--- src/rtl/tmr_vote_monitor.sv ---
// TMR merge point: registered bitwise majority vote of three copies, with
// per-copy saturating error counters, persistent-fault flags and a
// software clear handshake (clrReq level in, one-cycle clrAck out).
module tmr_vote_monitor #(
    parameter int WIDTH     = 8,
    parameter int CNT_WIDTH = 16,
    parameter int PERSIST   = 4
) (
    input  logic                 clk,
    input  logic                 rst,
    input  logic [WIDTH-1:0]     inA,
    input  logic [WIDTH-1:0]     inB,
    input  logic [WIDTH-1:0]     inC,
    output logic [WIDTH-1:0]     out,
    output logic                 tmrErr,
    output logic                 multiErr,
    output logic [CNT_WIDTH-1:0] errCntA,
    output logic [CNT_WIDTH-1:0] errCntB,
    output logic [CNT_WIDTH-1:0] errCntC,
    output logic                 failA,
    output logic                 failB,
    output logic                 failC,
    input  logic                 clrReq,
    output logic                 clrAck
);

    typedef enum logic [1:0] {
        IDLE     = 2'd0,
        CLEAR    = 2'd1,
        ACK      = 2'd2,
        WAIT_LOW = 2'd3
    } clrState_t;

    // Run-length counters are 8 bits wide, so the threshold is held in 8 bits.
    localparam logic [7:0] PERSIST_L = 8'(PERSIST);

    // Error counters stick at all-ones rather than wrapping back to zero.
    function automatic logic [CNT_WIDTH-1:0] satInc(input logic [CNT_WIDTH-1:0] cnt);
        if (&cnt) begin
            return cnt;
        end
        return cnt + CNT_WIDTH'(1);
    endfunction

    // Run length never needs to exceed the threshold, so it saturates there.
    function automatic logic [7:0] runInc(input logic [7:0] run);
        if (run >= PERSIST_L) begin
            return PERSIST_L;
        end
        return run + 8'd1;
    endfunction

    // True when this mismatch makes the run reach the threshold (9-bit compare
    // so run+1 cannot overflow when PERSIST is 255).
    function automatic logic reachesPersist(input logic [7:0] run);
        return ({1'b0, run} + 9'd1) >= {1'b0, PERSIST_L};
    endfunction

    // ---- stage p0: combinational vote and mismatch detection on the raw copies
    logic [WIDTH-1:0] vote_p0;
    logic [2:0]       mis_p0;
    logic             multi_p0;

    assign vote_p0   = (inA & inB) | (inA & inC) | (inB & inC);
    assign mis_p0[0] = (inA != vote_p0);
    assign mis_p0[1] = (inB != vote_p0);
    assign mis_p0[2] = (inC != vote_p0);
    assign multi_p0  = (inA != inB) && (inA != inC) && (inB != inC);

    // ---- stage p1: registered vote result and status, never stalled by clears
    logic [WIDTH-1:0] out_p1;
    logic             tmrErr_p1;
    logic             multiErr_p1;

    // Register the voted word and the per-sample error summary.
    always_ff @(posedge clk or posedge rst) begin
        if (rst) begin
            out_p1      <= '0;
            tmrErr_p1   <= 1'b0;
            multiErr_p1 <= 1'b0;
        end else begin
            out_p1      <= vote_p0;
            tmrErr_p1   <= |mis_p0;
            multiErr_p1 <= multi_p0;
        end
    end

    assign out      = out_p1;
    assign tmrErr   = tmrErr_p1;
    assign multiErr = multiErr_p1;

    // Clear handshake: one clear per rising request, ack after the clear cycle.
    clrState_t clrState;
    clrState_t clrStateNext;
    logic      clearNow;

    // Clear FSM state register.
    always_ff @(posedge clk or posedge rst) begin
        if (rst) begin
            clrState <= IDLE;
        end else begin
            clrState <= clrStateNext;
        end
    end

    // Clear FSM next-state and decoded controls.
    always_comb begin
        clrStateNext = clrState;
        clearNow     = 1'b0;
        clrAck       = 1'b0;
        case (clrState)
            IDLE: begin
                if (clrReq) begin
                    clrStateNext = CLEAR;
                end
            end
            CLEAR: begin
                clearNow     = 1'b1;
                clrStateNext = ACK;
            end
            ACK: begin
                clrAck       = 1'b1;
                clrStateNext = WAIT_LOW;
            end
            WAIT_LOW: begin
                if (!clrReq) begin
                    clrStateNext = IDLE;
                end
            end
            default: clrStateNext = IDLE;
        endcase
    end

    // ---- stage p1: per-copy error statistics (index 0=A, 1=B, 2=C)
    logic [CNT_WIDTH-1:0] errCnt_p1 [3];
    logic [7:0]           run_p1    [3];
    logic [2:0]           fail_p1;

    // Count mismatches, track consecutive runs, latch persistent faults; a
    // clear cycle discards its own sample and wins over any increment.
    always_ff @(posedge clk or posedge rst) begin
        if (rst) begin
            for (int i = 0; i < 3; i++) begin
                errCnt_p1[i] <= '0;
                run_p1[i]    <= '0;
            end
            fail_p1 <= '0;
        end else if (clearNow) begin
            for (int i = 0; i < 3; i++) begin
                errCnt_p1[i] <= '0;
                run_p1[i]    <= '0;
            end
            fail_p1 <= '0;
        end else begin
            for (int i = 0; i < 3; i++) begin
                if (mis_p0[i]) begin
                    errCnt_p1[i] <= satInc(errCnt_p1[i]);
                    run_p1[i]    <= runInc(run_p1[i]);
                    if (reachesPersist(run_p1[i])) begin
                        fail_p1[i] <= 1'b1;
                    end
                end else begin
                    run_p1[i] <= '0;
                end
            end
        end
    end

    assign errCntA = errCnt_p1[0];
    assign errCntB = errCnt_p1[1];
    assign errCntC = errCnt_p1[2];
    assign failA   = fail_p1[0];
    assign failB   = fail_p1[1];
    assign failC   = fail_p1[2];

endmodule

--- config.mk ---
export PLATFORM = sky130hd
export DESIGN_NAME = tmr_vote_monitor
export DESIGN_NICKNAME = d
export VERILOG_FILES = /design/src/rtl/tmr_vote_monitor.sv
export SDC_FILE = /design/constraint.sdc
export NUM_CORES = 1
export LEC_CHECK = 0
export CORE_MARGIN = 2
export CORE_UTILIZATION = 40
export CTS_CLUSTER_SIZE = 16
export DETAILED_ROUTE_END_ITERATION = 16
export PLACE_DENSITY = 0.6
export SYNTH_ARGS = -nofsm -noshare
export SYNTH_HDL_FRONTEND = slang
export SYNTH_SLANG_ARGS = --single-unit
--- constraint.sdc ---
create_clock -name clk -period 4.1 [get_ports clk]
set_clock_uncertainty 0.05 [all_clocks]
set_input_delay 1.23 -clock clk [delete_from_list [all_inputs] [get_ports clk]]
set_output_delay 1.23 -clock clk [all_outputs]
set_load 0.05 [all_outputs]
==> flow_metrics.py <==
metrics = {
    "timing": {
        "report.final.slew_viol_count": 0,
        "timing_worst_slew_pin_value_ns": 1.01,
        "count_of_final_hold_check_violations": 0,
        "postLayoutSetupSlackWorst_ns": 0.547,
        "fin_tns_setup_ns": 0,
        "final_period_minus_worst_setup_slack_ns": 3.55,
        "fmax_mhz": 281,
        "timing.max_slew.rel_slack_pct": 32.6,
        "unrepaired_setup_endpoints_after_global_routing": "no",
        "layout_worst_path_cycle_share_pct": 86.7,
        "final_number_of_setup_violating_endpoints": 0,
    },
    "synth": {
        "synth_mux_area_share_pct": 4.40,
        "yosys.area_share.adder_pct": 9.08,
        "synthCells": 519,
        "async_sr_flop_fraction_pct": 100,
        "post_synth_and_or_nand_nor_area_fraction_pct": 26.4,
        "synth_compound_gate_area_share_pct": 15.1,
        "syn_area_per_cell_um2": 10.1,
        "synth_edf_count": 0,
        "syn_area_um2": 5240,
        "synth.ff_latch_count": 87,
        "synth_sequential_area_ratio_pct": 41.6,
        "synth_top_family_by_area": "simple AND/OR/NAND/NOR gates",
        "postSynth.topFlopCell": "dfrtp_1",
        "netlist-cell-type-count": 47,
        "synth-warning-count": 0,
        "post_synth_xor_area_fraction_pct": 0,
    },
    "hold_path": {
        "timing.hold.worst_path_depth": 1,
        "min_path_type": "reg -> reg",
    },
    "placement": {
        "place.detailed.hpwl_um": 8800,
        "placed_area_um2": 6360,
        "gpl.final_weighted_congestion": 0.841,
        "post-place-ws_ns": 0.240,
        "port-buffer-count": 88,
    },
    "floorplan": {
        "die_height_um": 118,
        "io_pins": 89,
        "initial_core_utilization_pct": 41.1,
        "placeableCoreArea_um2": 12700,
        "die_w_um": 118,
        "standard_cell_rows": 41,
        "die-area_um2": 14000,
    },
    "final_layout": {
        "layout.cells.most_common_list": "clkdlybuf4s50_1, dfrtp_1, a21oi_1, ha_1, nor4_1",
        "syn_to_final_growth_pct": 26.6,
        "fillCellCount": 1191,
        "most_common_cell_after_layout_fill_and_taps_aside": "clkdlybuf4s50_1",
        "n_antenna_cell": 0,
        "finalInstanceArea_um2": 6630,
        "final_layout_size_suffix_gt1_share_pct": 8.65,
        "post-route-util_pct": 52.1,
        "layout.nets": 685,
    },
    "global_routing": {
        "via_count_of_the_first_global_routing_pass": 4212,
        "global_route.overflow_total": 0,
        "antenna_found_initial": 0,
        "largest_net_degree_at_the_start_of_global_routing": 38,
        "grt_first_pass_wirelength_um": 20700,
        "grt_use_total_pct": 18.0,
    },
    "routing": {
        "first_iter_violations": 289,
        "ant_nets": 0,
        "vias_cell": 5.63,
        "drt_pass1_iterations": 4,
        "remaining_drc_errors": 0,
        "routed-via-count": 4485,
        "finalWirelength_um": 12600,
        "avgRoutedWirePerCell_um": 15.8,
    },
    "critical_path": {
        "criticalPathCategory": "in -> reg",
        "r2r.worst_path.cells": 6,
        "worstPathMaxFanout": 30,
        "critPathArrivalTime_ns": 3.73,
        "critical_path.startpoint_type": "input pin",
        "crit_required_ns": 4.27,
        "end_kind": "flop",
    },
    "clock_network": {
        "clkSinkCount": 87,
        "cts_setup_buffers": 0,
        "htree_num_levels": 3,
        "clk_pin_slew_worst_paths_ns": 0.06,
        "clock_latency_ns": 0.34,
        "clock_tree.root_cell": "clkbuf_16",
        "ctsLongestPathBuffers": 2,
        "tritoncts.num_buffers": 9,
        "ctsResizeCount": 0,
        "cts-hold-fix-buffers": 0,
        "tritoncts": "done",
    },
    "outcome": {
        "outcome": "finished clean",
    },
    "job": {
        "cap_viol_max_count": 0,
    },
    "power": {
        "max-vdd-ir-drop_mv": 0.396,
        "power.static_leakage_nw": 2.63,
        "power_density_nw_per_um2": 435,
    },
}
[layout make-up]
class                   instances  area, um^2  area share, %
clock buffers                  11         243           3.66
multi-input cells             412        2950           44.4
clock inverters                 4        22.5          0.340
flip-flops and latches         87        2180           32.9
well taps                     172         215           3.25
repair buffers                 97         973           14.7
inverters                      13        50.0          0.755
[stage by stage]
stage	power, mW	std cells	hold WS, ns
2_1_floorplan	1.80	533	0.389
3_3_place_gp	2.11	781	0.404
3_5_place_dp	2.13	781	0.423
4_1_cts	2.91	796	0.433
5_1_grt	3.05	796	0.450
6_report	2.88	796	0.435
[path summary, 6_finish.rpt]
| path | start | end | slack [ns] |
|---|---|---|---|
| worst min register to register | run_p1[8]$_DFF_PP0_ | run_p1[8]$_DFF_PP0_ | 0.43 |
| worst min-delay path | run_p1[8]$_DFF_PP0_ | run_p1[8]$_DFF_PP0_ | 0.43 |
| min in group asynchronous | rst | out[2]$_DFF_PP0_ | 1.23 |
| worst max register to register | errCntC[0]$_DFFE_PP0P_ | errCntC[3]$_DFFE_PP0P_ | 1.58 |
| max in group asynchronous | rst | run_p1[9]$_DFF_PP0_ | 2.07 |
| worst max-delay path | inA[7] | errCntB[7]$_DFFE_PP0P_ | 0.55 |
[synth_stat cells (5+ instances only)]
master	number	area [um^2]
ha_1	38	475
o31a_1	24	210
nand4_1	11	68.8
or4_1	16	120
mux2_4	6	90.1
mux2i_1	5	50.1
a21oi_1	37	185
nand3_1	16	80.1
o21ai_0	15	75.1
inv_1	13	48.8
nor2b_1	15	93.8
nand2_1	27	101
buf_6	5	56.3
o31ai_1	12	90.1
o41ai_1	10	87.6
clkbuf_1	9	33.8
o22ai_1	13	81.3
and4_1	6	52.6
buf_2	6	30.0
or4b_1	7	70.1
nor3_1	9	45.0
and3_1	5	31.3
dfrtp_1	87	2180
nor4_1	36	225
mux2_2	8	90.1
nor2_1	26	97.6
or3_1	21	131
nand2b_1	6	37.5
[power breakdown]
part           total, mW  internal, mW  leakage [nW]  switching (mW)
logic               1.03         0.381          1.39           0.653
clock network      0.762         0.421         0.131           0.341
registers           1.08         0.969          1.11           0.115
[registers in the layout, indices dropped and copies added, names as in the netlist]
signal / count
fail_p1: 3
tmrErr: 1
errCntB: 16
clrState: 2
multiErr: 1
run_p1: 24
errCntC: 16
out: 8
errCntA: 16
[metal layers]
| layer | track usage, % | routed length, um | vias up |
|---|---|---|---|
| li1 | - | - | 2216 |
| met1 | 25.9 | 6260 | 2153 |
| met2 | 27.0 | 5660 | 100 |
| met3 | 2.99 | 424 | 16 |
| met4 | 7.44 | 239 | 0 |
| met5 | 0 | 0 | - |
[kinds of logic after synthesis]
group | count (synthesis)
AOI/OAI and AO/OA | 118
adders and majority gates | 38
buffers and inverters | 34
DFF | 87
muxes | 19
other | 1
and+or+nand+nor | 222
[critical path: stages]
cell and delay [ns]:
clkdlybuf4s50_1 0.47, ha_1 0.30, o31a_1 0.33, o22ai_1 0.34, nor4_4 0.11, buf_12 0.18
nor4b_1 0.38, mux2_2 0.39
Note: power is estimated with default switching activity, not from simulation.
